$ cat config.mk
export PLATFORM = sky130hd
export DESIGN_NAME = mac_dma_engine
export DESIGN_NICKNAME = d
export VERILOG_FILES = /design/src/rtl/mac_dma_engine.sv
export SDC_FILE = /design/constraint.sdc
export NUM_CORES = 2
export LEC_CHECK = 0
export CORE_ASPECT_RATIO = 0.5
export CORE_MARGIN = 2
export CORE_UTILIZATION = 30
export DETAILED_ROUTE_END_ITERATION = 16
export GPL_TIMING_DRIVEN = 0
export SLEW_MARGIN = 0
export SYNTH_ARGS = -nofsm -noshare
export SYNTH_HDL_FRONTEND = slang
export SYNTH_SLANG_ARGS = --single-unit
$ cat constraint.sdc
create_clock -name clk -period 8.8 [get_ports clk]
set_input_delay 1.76 -clock clk [delete_from_list [all_inputs] [get_ports clk]]
set_output_delay 1.76 -clock clk [all_outputs]
set_load 0.03 [all_outputs]
$ cat src/rtl/mac_dma_engine.sv
// rtl/mac_dma_engine.sv - chunked multiply-accumulate engine on a DMA32/DMA64 accelerator socket
// Reads (a,b) pairs per chunk, buffers one 32-bit sum per vector, writes each chunk back in one burst.
module mac_dma_engine #(
   parameter int DMA_WIDTH = 32,
   parameter int MAX_VEC   = 16
) (
   input  logic                 clk,
   input  logic                 rst,
   input  logic [31:0]          conf_info_mac_n,
   input  logic [31:0]          conf_info_mac_vec,
   input  logic [31:0]          conf_info_mac_len,
   input  logic                 conf_done,
   output logic                 acc_done,
   output logic [31:0]          debug,
   output logic                 dma_read_ctrl_valid,
   input  logic                 dma_read_ctrl_ready,
   output logic [31:0]          dma_read_ctrl_data_index,
   output logic [31:0]          dma_read_ctrl_data_length,
   output logic [2:0]           dma_read_ctrl_data_size,
   input  logic                 dma_read_chnl_valid,
   output logic                 dma_read_chnl_ready,
   input  logic [DMA_WIDTH-1:0] dma_read_chnl_data,
   output logic                 dma_write_ctrl_valid,
   input  logic                 dma_write_ctrl_ready,
   output logic [31:0]          dma_write_ctrl_data_index,
   output logic [31:0]          dma_write_ctrl_data_length,
   output logic [2:0]           dma_write_ctrl_data_size,
   output logic                 dma_write_chnl_valid,
   input  logic                 dma_write_chnl_ready,
   output logic [DMA_WIDTH-1:0] dma_write_chnl_data
);

   localparam int          WPB   = DMA_WIDTH / 32;
   localparam int          SH    = (WPB == 2) ? 1 : 0;
   localparam int          AW    = (MAX_VEC > 1) ? $clog2(MAX_VEC) : 1;
   localparam logic [31:0] WPB32 = WPB;
   localparam logic [2:0]  SIZE  = (DMA_WIDTH == 64) ? 3'b011 : 3'b010;

   typedef enum logic [2:0] {
      S_IDLE,
      S_RD_REQ,
      S_RD_DATA,
      S_WR_REQ,
      S_WR_DATA,
      S_DONE
   } state_t;

   state_t      state_q, state_d;
   logic [31:0] n_q, n_d, vec_q, vec_d, len_q, len_d;
   logic [31:0] rd_len_q, rd_len_d, wr_len_q, wr_len_d;
   logic [31:0] rd_idx_q, rd_idx_d, wr_idx_q, wr_idx_d;
   logic [31:0] c_q, c_d, v_q, v_d, p_q, p_d, k_q, k_d, wb_q, wb_d;
   logic [31:0] acc_q, acc_d, a_q, a_d;
   logic        phase_q, phase_d, debug_q, debug_d;

   logic [31:0] res_q [MAX_VEC];
   logic        res_we;

   logic                 rd_beat, pair_done;
   logic [31:0]          op_a, op_b, prod, acc_sum;
   logic [DMA_WIDTH-1:0] wr_beat;
   logic                 cfg_err;
   logic [31:0]          cfg_rl, cfg_wl, cfg_wbase;

   assign rd_beat = (state_q == S_RD_DATA) && dma_read_chnl_valid;

   // DMA64 carries a whole pair per beat; DMA32 needs a then b on consecutive beats
   if (DMA_WIDTH == 64) begin : g_w64
      logic [31:0] k1;
      logic [31:0] hi_word;
      assign pair_done = rd_beat;
      assign op_a      = dma_read_chnl_data[31:0];
      assign op_b      = dma_read_chnl_data[DMA_WIDTH-1:32];
      assign k1        = k_q + 32'd1;
      assign hi_word   = (k1 < vec_q) ? res_q[k1[AW-1:0]] : 32'd0;
      assign wr_beat   = {hi_word, res_q[k_q[AW-1:0]]};
   end else begin : g_w32
      assign pair_done = rd_beat && phase_q;
      assign op_a      = a_q;
      assign op_b      = dma_read_chnl_data[31:0];
      assign wr_beat   = res_q[k_q[AW-1:0]];
   end

   assign prod    = op_a * op_b;
   assign acc_sum = acc_q + prod;

   assign cfg_err   = (conf_info_mac_n == 32'd0) || (conf_info_mac_vec == 32'd0) ||
                      (conf_info_mac_len == 32'd0) || (conf_info_mac_vec > 32'(MAX_VEC));
   assign cfg_rl    = ((conf_info_mac_vec * conf_info_mac_len) << 1) >> SH;
   assign cfg_wl    = (conf_info_mac_vec + WPB32 - 32'd1) >> SH;
   assign cfg_wbase = conf_info_mac_n * cfg_rl;

   always_comb begin
      state_d  = state_q;
      n_d      = n_q;
      vec_d    = vec_q;
      len_d    = len_q;
      rd_len_d = rd_len_q;
      wr_len_d = wr_len_q;
      rd_idx_d = rd_idx_q;
      wr_idx_d = wr_idx_q;
      c_d      = c_q;
      v_d      = v_q;
      p_d      = p_q;
      k_d      = k_q;
      wb_d     = wb_q;
      acc_d    = acc_q;
      a_d      = a_q;
      phase_d  = phase_q;
      debug_d  = debug_q;
      res_we   = 1'b0;
      case (state_q)
         S_IDLE: begin
            if (conf_done) begin
               n_d   = conf_info_mac_n;
               vec_d = conf_info_mac_vec;
               len_d = conf_info_mac_len;
               if (cfg_err) begin
                  debug_d = 1'b1;
                  state_d = S_DONE;
               end else begin
                  debug_d  = 1'b0;
                  rd_len_d = cfg_rl;
                  wr_len_d = cfg_wl;
                  rd_idx_d = 32'd0;
                  wr_idx_d = cfg_wbase;
                  c_d      = 32'd0;
                  state_d  = S_RD_REQ;
               end
            end
         end
         S_RD_REQ: begin
            if (dma_read_ctrl_ready) begin
               v_d     = 32'd0;
               p_d     = 32'd0;
               phase_d = 1'b0;
               acc_d   = 32'd0;
               state_d = S_RD_DATA;
            end
         end
         S_RD_DATA: begin
            if (rd_beat) begin
               a_d     = dma_read_chnl_data[31:0];
               phase_d = ~phase_q;
            end
            if (pair_done) begin
               phase_d = 1'b0;
               if (p_q == len_q - 32'd1) begin
                  res_we = 1'b1;
                  acc_d  = 32'd0;
                  p_d    = 32'd0;
                  v_d    = v_q + 32'd1;
                  if (v_q == vec_q - 32'd1) begin
                     k_d     = 32'd0;
                     wb_d    = 32'd0;
                     state_d = S_WR_REQ;
                  end
               end else begin
                  acc_d = acc_sum;
                  p_d   = p_q + 32'd1;
               end
            end
         end
         S_WR_REQ: begin
            if (dma_write_ctrl_ready) state_d = S_WR_DATA;
         end
         S_WR_DATA: begin
            if (dma_write_chnl_ready) begin
               k_d  = k_q + WPB32;
               wb_d = wb_q + 32'd1;
               if (wb_q == wr_len_q - 32'd1) begin
                  c_d      = c_q + 32'd1;
                  rd_idx_d = rd_idx_q + rd_len_q;
                  wr_idx_d = wr_idx_q + wr_len_q;
                  state_d  = (c_q + 32'd1 == n_q) ? S_DONE : S_RD_REQ;
               end
            end
         end
         S_DONE:  state_d = S_IDLE;
         default: state_d = S_IDLE;
      endcase
   end

   always_ff @(posedge clk or negedge rst) begin
      if (!rst) begin
         state_q  <= S_IDLE;
         n_q      <= '0;
         vec_q    <= '0;
         len_q    <= '0;
         rd_len_q <= '0;
         wr_len_q <= '0;
         rd_idx_q <= '0;
         wr_idx_q <= '0;
         c_q      <= '0;
         v_q      <= '0;
         p_q      <= '0;
         k_q      <= '0;
         wb_q     <= '0;
         acc_q    <= '0;
         a_q      <= '0;
         phase_q  <= 1'b0;
         debug_q  <= 1'b0;
      end else begin
         state_q  <= state_d;
         n_q      <= n_d;
         vec_q    <= vec_d;
         len_q    <= len_d;
         rd_len_q <= rd_len_d;
         wr_len_q <= wr_len_d;
         rd_idx_q <= rd_idx_d;
         wr_idx_q <= wr_idx_d;
         c_q      <= c_d;
         v_q      <= v_d;
         p_q      <= p_d;
         k_q      <= k_d;
         wb_q     <= wb_d;
         acc_q    <= acc_d;
         a_q      <= a_d;
         phase_q  <= phase_d;
         debug_q  <= debug_d;
      end
   end

   // Result storage needs no reset: every slot read back is written earlier in the same chunk
   always_ff @(posedge clk) begin
      if (res_we) res_q[v_q[AW-1:0]] <= acc_sum;
   end

   assign acc_done = (state_q == S_DONE);
   assign debug    = {31'd0, debug_q};

   assign dma_read_ctrl_valid        = (state_q == S_RD_REQ);
   assign dma_read_ctrl_data_index   = dma_read_ctrl_valid ? rd_idx_q : 32'd0;
   assign dma_read_ctrl_data_length  = dma_read_ctrl_valid ? rd_len_q : 32'd0;
   assign dma_read_ctrl_data_size    = dma_read_ctrl_valid ? SIZE : 3'b000;
   assign dma_read_chnl_ready        = (state_q == S_RD_DATA);

   assign dma_write_ctrl_valid       = (state_q == S_WR_REQ);
   assign dma_write_ctrl_data_index  = dma_write_ctrl_valid ? wr_idx_q : 32'd0;
   assign dma_write_ctrl_data_length = dma_write_ctrl_valid ? wr_len_q : 32'd0;
   assign dma_write_ctrl_data_size   = dma_write_ctrl_valid ? SIZE : 3'b000;
   assign dma_write_chnl_valid       = (state_q == S_WR_DATA);
   assign dma_write_chnl_data        = dma_write_chnl_valid ? wr_beat : '0;

endmodule
# Word level (Yosys, flattened, before mapping)
# Memory sizes are Yosys's and may differ from the RTL's.
# Cells that the tools add are included.
[word_totals]
mem_bits_rw = 512
n_memories = 1
reg_bits = 452
in_bits = 135
elab_cells = 135
out_inout_bits = 203
[mem_list]
columns = ["name", "depth", "word_bits", "rd", "rd_ports_with_merged_regs", "wr", "line", "rtl"]
rows = [
  ["res_q", 16, 32, 1, 0, 1, "56", "logic [31:0] res_q [MAX_VEC];"],
]
[op_classes]
mux = 58
multipliers = 3
order_cmp = 1
n_addsub = 13
n_eq_ne = 19
reduce_logical = 21
n_bitwise = 2
[op_table]
columns = ["op", "count"]
rows = [
  ["32-bit 2-to-1 mux", 27],
  ["32-bit one-hot mux with 2 select lines", 8],
  ["32-bit by 1-bit adder with 32-bit output, second input constant", 6],
  ["32-bit == test", 4],
  ["32-bit by 1-bit subtractor with 32-bit output, second input constant", 4],
  ["32-bit adder", 3],
  ["32-bit logical NOT", 3],
  ["32-bit by 5-bit > comparator with 1-bit output, second input constant", 1],
  ["32-bit by 31-bit multiplier with 31-bit output", 1],
  ["32-bit by 32-bit multiplier with 31-bit output", 1],
  ["32-bit by 32-bit multiplier with 32-bit output", 1],
  ["3-bit 2-to-1 mux", 10],
  ["3-bit one-hot mux with 5 select lines", 1],
  ["2-bit by 1-bit inequality test with 1-bit output, second input constant", 7],
  ["5-bit AND reduction", 2],
  ["1-bit 2-to-1 mux", 9],
  ["3-bit AND reduction", 3],
  ["8-bit AND reduction", 1],
  ["3-bit by 2-bit == test with 1-bit output, second input constant", 2],
  ["3-bit == test, second input constant", 2],
  ["2-bit nonzero test", 3],
  ["2-bit 2-to-1 mux", 2],
  ["2-bit inequality test, second input constant", 2],
  ["2-bit AND reduction", 2],
  ["other kinds (8)", 12],
]

# Depth between registers and ports, before layout
[depth]
ltp_word = 7
mapped_depth = 54

# Worst setup path before layout
# Ideal clock, no wire load.
[synth_path]
path_type = "input-to-reg"
start = "input conf_info_mac_vec[15]"
end = "register wr_idx_q[31]"
stages = 47
setup_ns = 0.136
setup_slack_ns = -6.186
arrival_time_ns = 14.850
n_path_buf = 3
path_cell_list = "clkbuf_1 clkbuf_1 nand2_1 fa_1 inv_1 fa_1 fa_1 inv_1 fa_1 inv_1 fa_1 fa_1 fa_1 fa_1 ha_1 nand3_1 o32a_1 o211ai_1 [... 11 more ...] fa_1 fa_1 xnor2_1 xnor2_1 xnor3_1 xnor3_1 xnor3_1 xnor3_1 xnor2_1 xnor3_1 xor2_1 clkbuf_1 xnor2_1 nand3_1 o21a_1 o221ai_1 nor4_1 a211oi_1"
[synth_between]
elab_chain_cells = 6
elab_cells_between_ends = 12
[synth_rtl]
columns = ["item", "line", "rtl"]
rows = [
  ["from (decl)", "10", "input logic [31:0] conf_info_mac_vec,"],
  ["branches (longest 6 deep; another with 32-bit by 32-bit multiplier with 31-bit output)", "--", ""],
  ["to (signal assigned)", "211", "wr_idx_q <= wr_idx_d;"],
  ["to (decl)", "51", "logic [31:0] rd_idx_q, rd_idx_d, wr_idx_q, wr_idx_d;"],
]
# Parallel ways; which one is timed is not known. The select of a mux whose other input is x is not followed.
# A chain may end at the register's enable or synchronous reset.

# Final worst setup path
[layout_path]
start = "input conf_info_mac_len[13]"
end = "register wr_idx_q[31]"
[layout_between]
elab_chain_cells = 5
elab_cells_between_ends = 10
[layout_rtl]
columns = ["item", "line", "rtl"]
rows = [
  ["from (decl)", "11", "input logic [31:0] conf_info_mac_len,"],
  ["32-bit by 32-bit multiplier with 31-bit output or 32-bit logical NOT (tied branches)", "89, 88", ""],
  ["32-bit by 31-bit multiplier with 31-bit output or 1-bit logical OR (tied branches)", "91, 87", ""],
  ["32-bit 2-to-1 mux or 1-bit logical OR (tied branches)", "118, 88", ""],
  ["32-bit 2-to-1 mux or 2-bit inequality test (tied branches)", "--", ""],
  ["32-bit one-hot mux with 2 select lines or 5-bit AND reduction (tied branches)", "--", ""],
]
# Several ways; a longest one is shown, not always the timed one. The select of a mux whose other input is x is not followed.

==> metrics.md <==
| Metric | Value |
|---|---|
| Status | finished with violations |
| Synth top cells by count | nand2_1 (1393), inv_1 (1318), fa_1 (1200) |
| Failing checks | negative setup slack |
| Clk_lat worst skew | 0.78 ns |
| Max Clk Rate | 66.9 MHz |
| I/O Buffers | 274 |
| CP endpoint kind | register |
| Syn_area_per_cell | 10.3 um^2 |
| Router iterations before antenna repair | 5 |
| Largest net degree at the start of global routing | 110 |
| Most common cell on crit path | fa_1 |
| Filler cell count | 29.7k |
| Drc violations | 0 |
| Num rows | 142 |
| Layout cells sized above 1 | 13.2% |
| Worst Path Required | 9.45 ns |
| Min Hold Slack | 0.494 ns |
| Die Ht | 393 um |
| GR Overflow Total | 0 |
| Vias/cell | 4.99 |
| Total wire length | 313000 um |
| Ports | 338 |
| Seq/Total Area, Yosys | 28.6% |
| Main flop type after synthesis | edfxtp_1 |
| CTS root buffer | clkbuf_16 |
| Max-cap violations | 0 |
| WS Path Type | in -> reg |
| First-pass GRT wire length | 459000 um |
| Post-synthesis instance area | 90700 um^2 |
| TritonCTS clock tree | built |
| Total track usage | 20.1% |
| Routed vias | 67.7k |
| Synth Register Bits | 935 |
| Ys Warns | 0 |
| Slew of the pin with the lowest slew margin | 1.46 ns |
| CTS Buffer Depth | 3 |
| Worst Path Arrival | 15.59 ns |
| Area share of the largest cell type after synthesis | 26.5% |
| Post-synth EDFFs | 512 |
| Max Slew Vio Count | 0 |
| Final setup skew | 0.0697 ns |
| Sink Count | 935 |
| Final HPWL DP | 244000 um |
| Post-Synthesis Cells | 8834 |
| Final setup viols | 107 |
| Post-synth ARST share | 45.2% |
| DRT antenna net count | 0 |
| Worst path max stage delay | 0.55 ns |
| Hold WC Path Type | reg -> reg |
| Initial antenna violation count | 29 |
| Area contributors post-synth | fa_1 (26%), edfxtp_1 (17%), dfrtp_1 (12%) |
| Clock transition at path regs | 0.06 ns |
| Worst Path Max Fanout | 10 |
| Gpl congestion | 0.965 |
| Setup crit start kind | input port |
| RSZ-0062 raised after global routing | true |
| Min Tclk post-route | 14.94 ns |
| Vias in the first global route | 69.4k |
| Distinct cell type count after synthesis | 87 |
| PnR worst setup slack | -6.14 ns |
| Die width | 782 um |
| Max_slew headroom | 2.85% |
| DIE AREA | 307000 um^2 |
| Core Footprint | 300000 um^2 |
| P&R area growth vs syn | 18.5% |
| TritonCTS buffer count | 99 |
| WL/cell | 23.1 um |
| Cell taking the most area after synthesis | fa_1 |
| Hold-fix buffers, CTS | 0 |
| Final period utilization | 170% |
| CTS HTree Levels | 3 |
| Initial Utilization | 30.2% |
| Most common cell in the netlist | nand2_1 |
| Drt first-iter violations | 6134 |
| Nets@finish | 11.2k |
| Slowest CP cell | fa_1 |
| Final Hold Fails | 0 |
-- final timing paths --
| path | startpoint | endpoint | slack, ns | cells after the start |
|---|---|---|---|---|
| worst max-delay path | conf_info_mac_len[13] | wr_idx_q[31] | -6.14 | 49 |
| worst min-delay path | rd_idx_q[1] | rd_idx_q[1] | 0.49 | 2 |
| worst max register to register | a_q[14] | res_q[1][31] | -0.24 | 25 |
| worst min register to register | rd_idx_q[1] | rd_idx_q[1] | 0.49 | 2 |
| max in group asynchronous | rst | p_q[12] | 5.98 | 4 |
| min in group asynchronous | rst | wr_len_q[7] | 0.89 | 1 |
-- logic make-up after synthesis --
logic type               count (synthesis)  synth area share [%]
other                                    1               0.00413
multiplexers                           297                  5.66
AO/OA/AOI/OAI                          673                  4.64
AND/OR/NAND/NOR                       2966                  15.8
flip-flops                             935                  28.6
XOR/XNOR                               513                  5.14
adder cells (fa/ha/maj)               1634                  32.5
buffers and inverters                 1815                  7.71
-- layout by cell type (no fill, tap or decap), types with 125 or more instances in the layout --
cell type        instances
nand2_1               1373
and2_1                 632
clkdlybuf4s50_1        235
xnor2_1                286
edfxtp_1               512
fa_1                  1158
nor2_1                 272
a21oi_1                138
clkbuf_1               293
o21ai_0                184
inv_1                 1279
mux2_2                 125
buf_4                  167
xor2_1                 159
ha_1                   376
mux4_2                 160
dfrtp_1                423
-- worst max-delay path, delay by kind of cell --
family / cells / cell delay [ns]
compound gates: 5 / 0.88
xor+xnor: 9 / 2.11
fa+ha+maj: 17 / 7.61
buf+inv: 11 / 1.55
mux: 1 / 0.21
simple gates: 6 / 1.45
-- cell type report --
type,instances,area [um^2],share of cell area (%)
plain buffers,490,3080,2.86
diodes,17,42.5,0.0396
multi-input cells,6120,60200,56.0
clock buffers,121,2590,2.41
clock inverters,63,728,0.677
well taps,4032,5040,4.69
repair buffers,478,4960,4.61
inverters,1318,4950,4.60
flip-flops and latches,935,26000,24.1
-- per-stage QoR --
| stage | util [%] | worst slack [ns] | setup TNS, ns | area, um^2 | std cells |
|---|---|---|---|---|---|
| finish | 35.8 | -6.14 | -102.33 | 108000 | 13600 |
| global route | 35.8 | -6.42 | -124.94 | 107000 | 13600 |
| CTS | 35.4 | -6.14 | -105.61 | 106000 | 13500 |
| detailed placement | 33.6 | -9.68 | -648.83 | 101000 | 13200 |
| global placement | 33.2 | -14.24 | -7198.93 | 99600 | 13200 |
| floorplan | - | -5.60 | -65.74 | 91800 | 8870 |
-- layer usage --
metal	track usage, %	vias up	wire (um)
met5	0	-	80
met4	8.98	12	16400
met3	3.89	685	25500
met2	33.3	2823	147000
met1	25.7	34900	125000
li1	-	29300	-
-- registers in the layout (all words and copies together), names as in the netlist, 4 cells and up --
| name | count |
|---|---|
| res_q | 512 |
| a_q | 32 |
| v_q | 32 |
| p_q | 32 |
| k_q | 4 |
| n_q | 32 |
| rd_len_q | 31 |
| len_q | 32 |
| c_q | 32 |
| rd_idx_q | 31 |
| acc_q | 32 |
| vec_q | 32 |
| wr_len_q | 32 |
| wr_idx_q | 32 |
| wb_q | 32 |
-- timing repair --
| item | in CTS | in global routing |
|---|---|---|
| gates cloned | 2 | 2 |
| setup buffers | 88 | 53 |
| gates resized for setup | 471 | 284 |
| setup endpoints to repair | 297 | 176 |
| pin swaps | 97 | 117 |
Power is left out: the tool's default activity adds up to more than one toggle a clock period on the data nets, which glitch-free logic cannot reach.
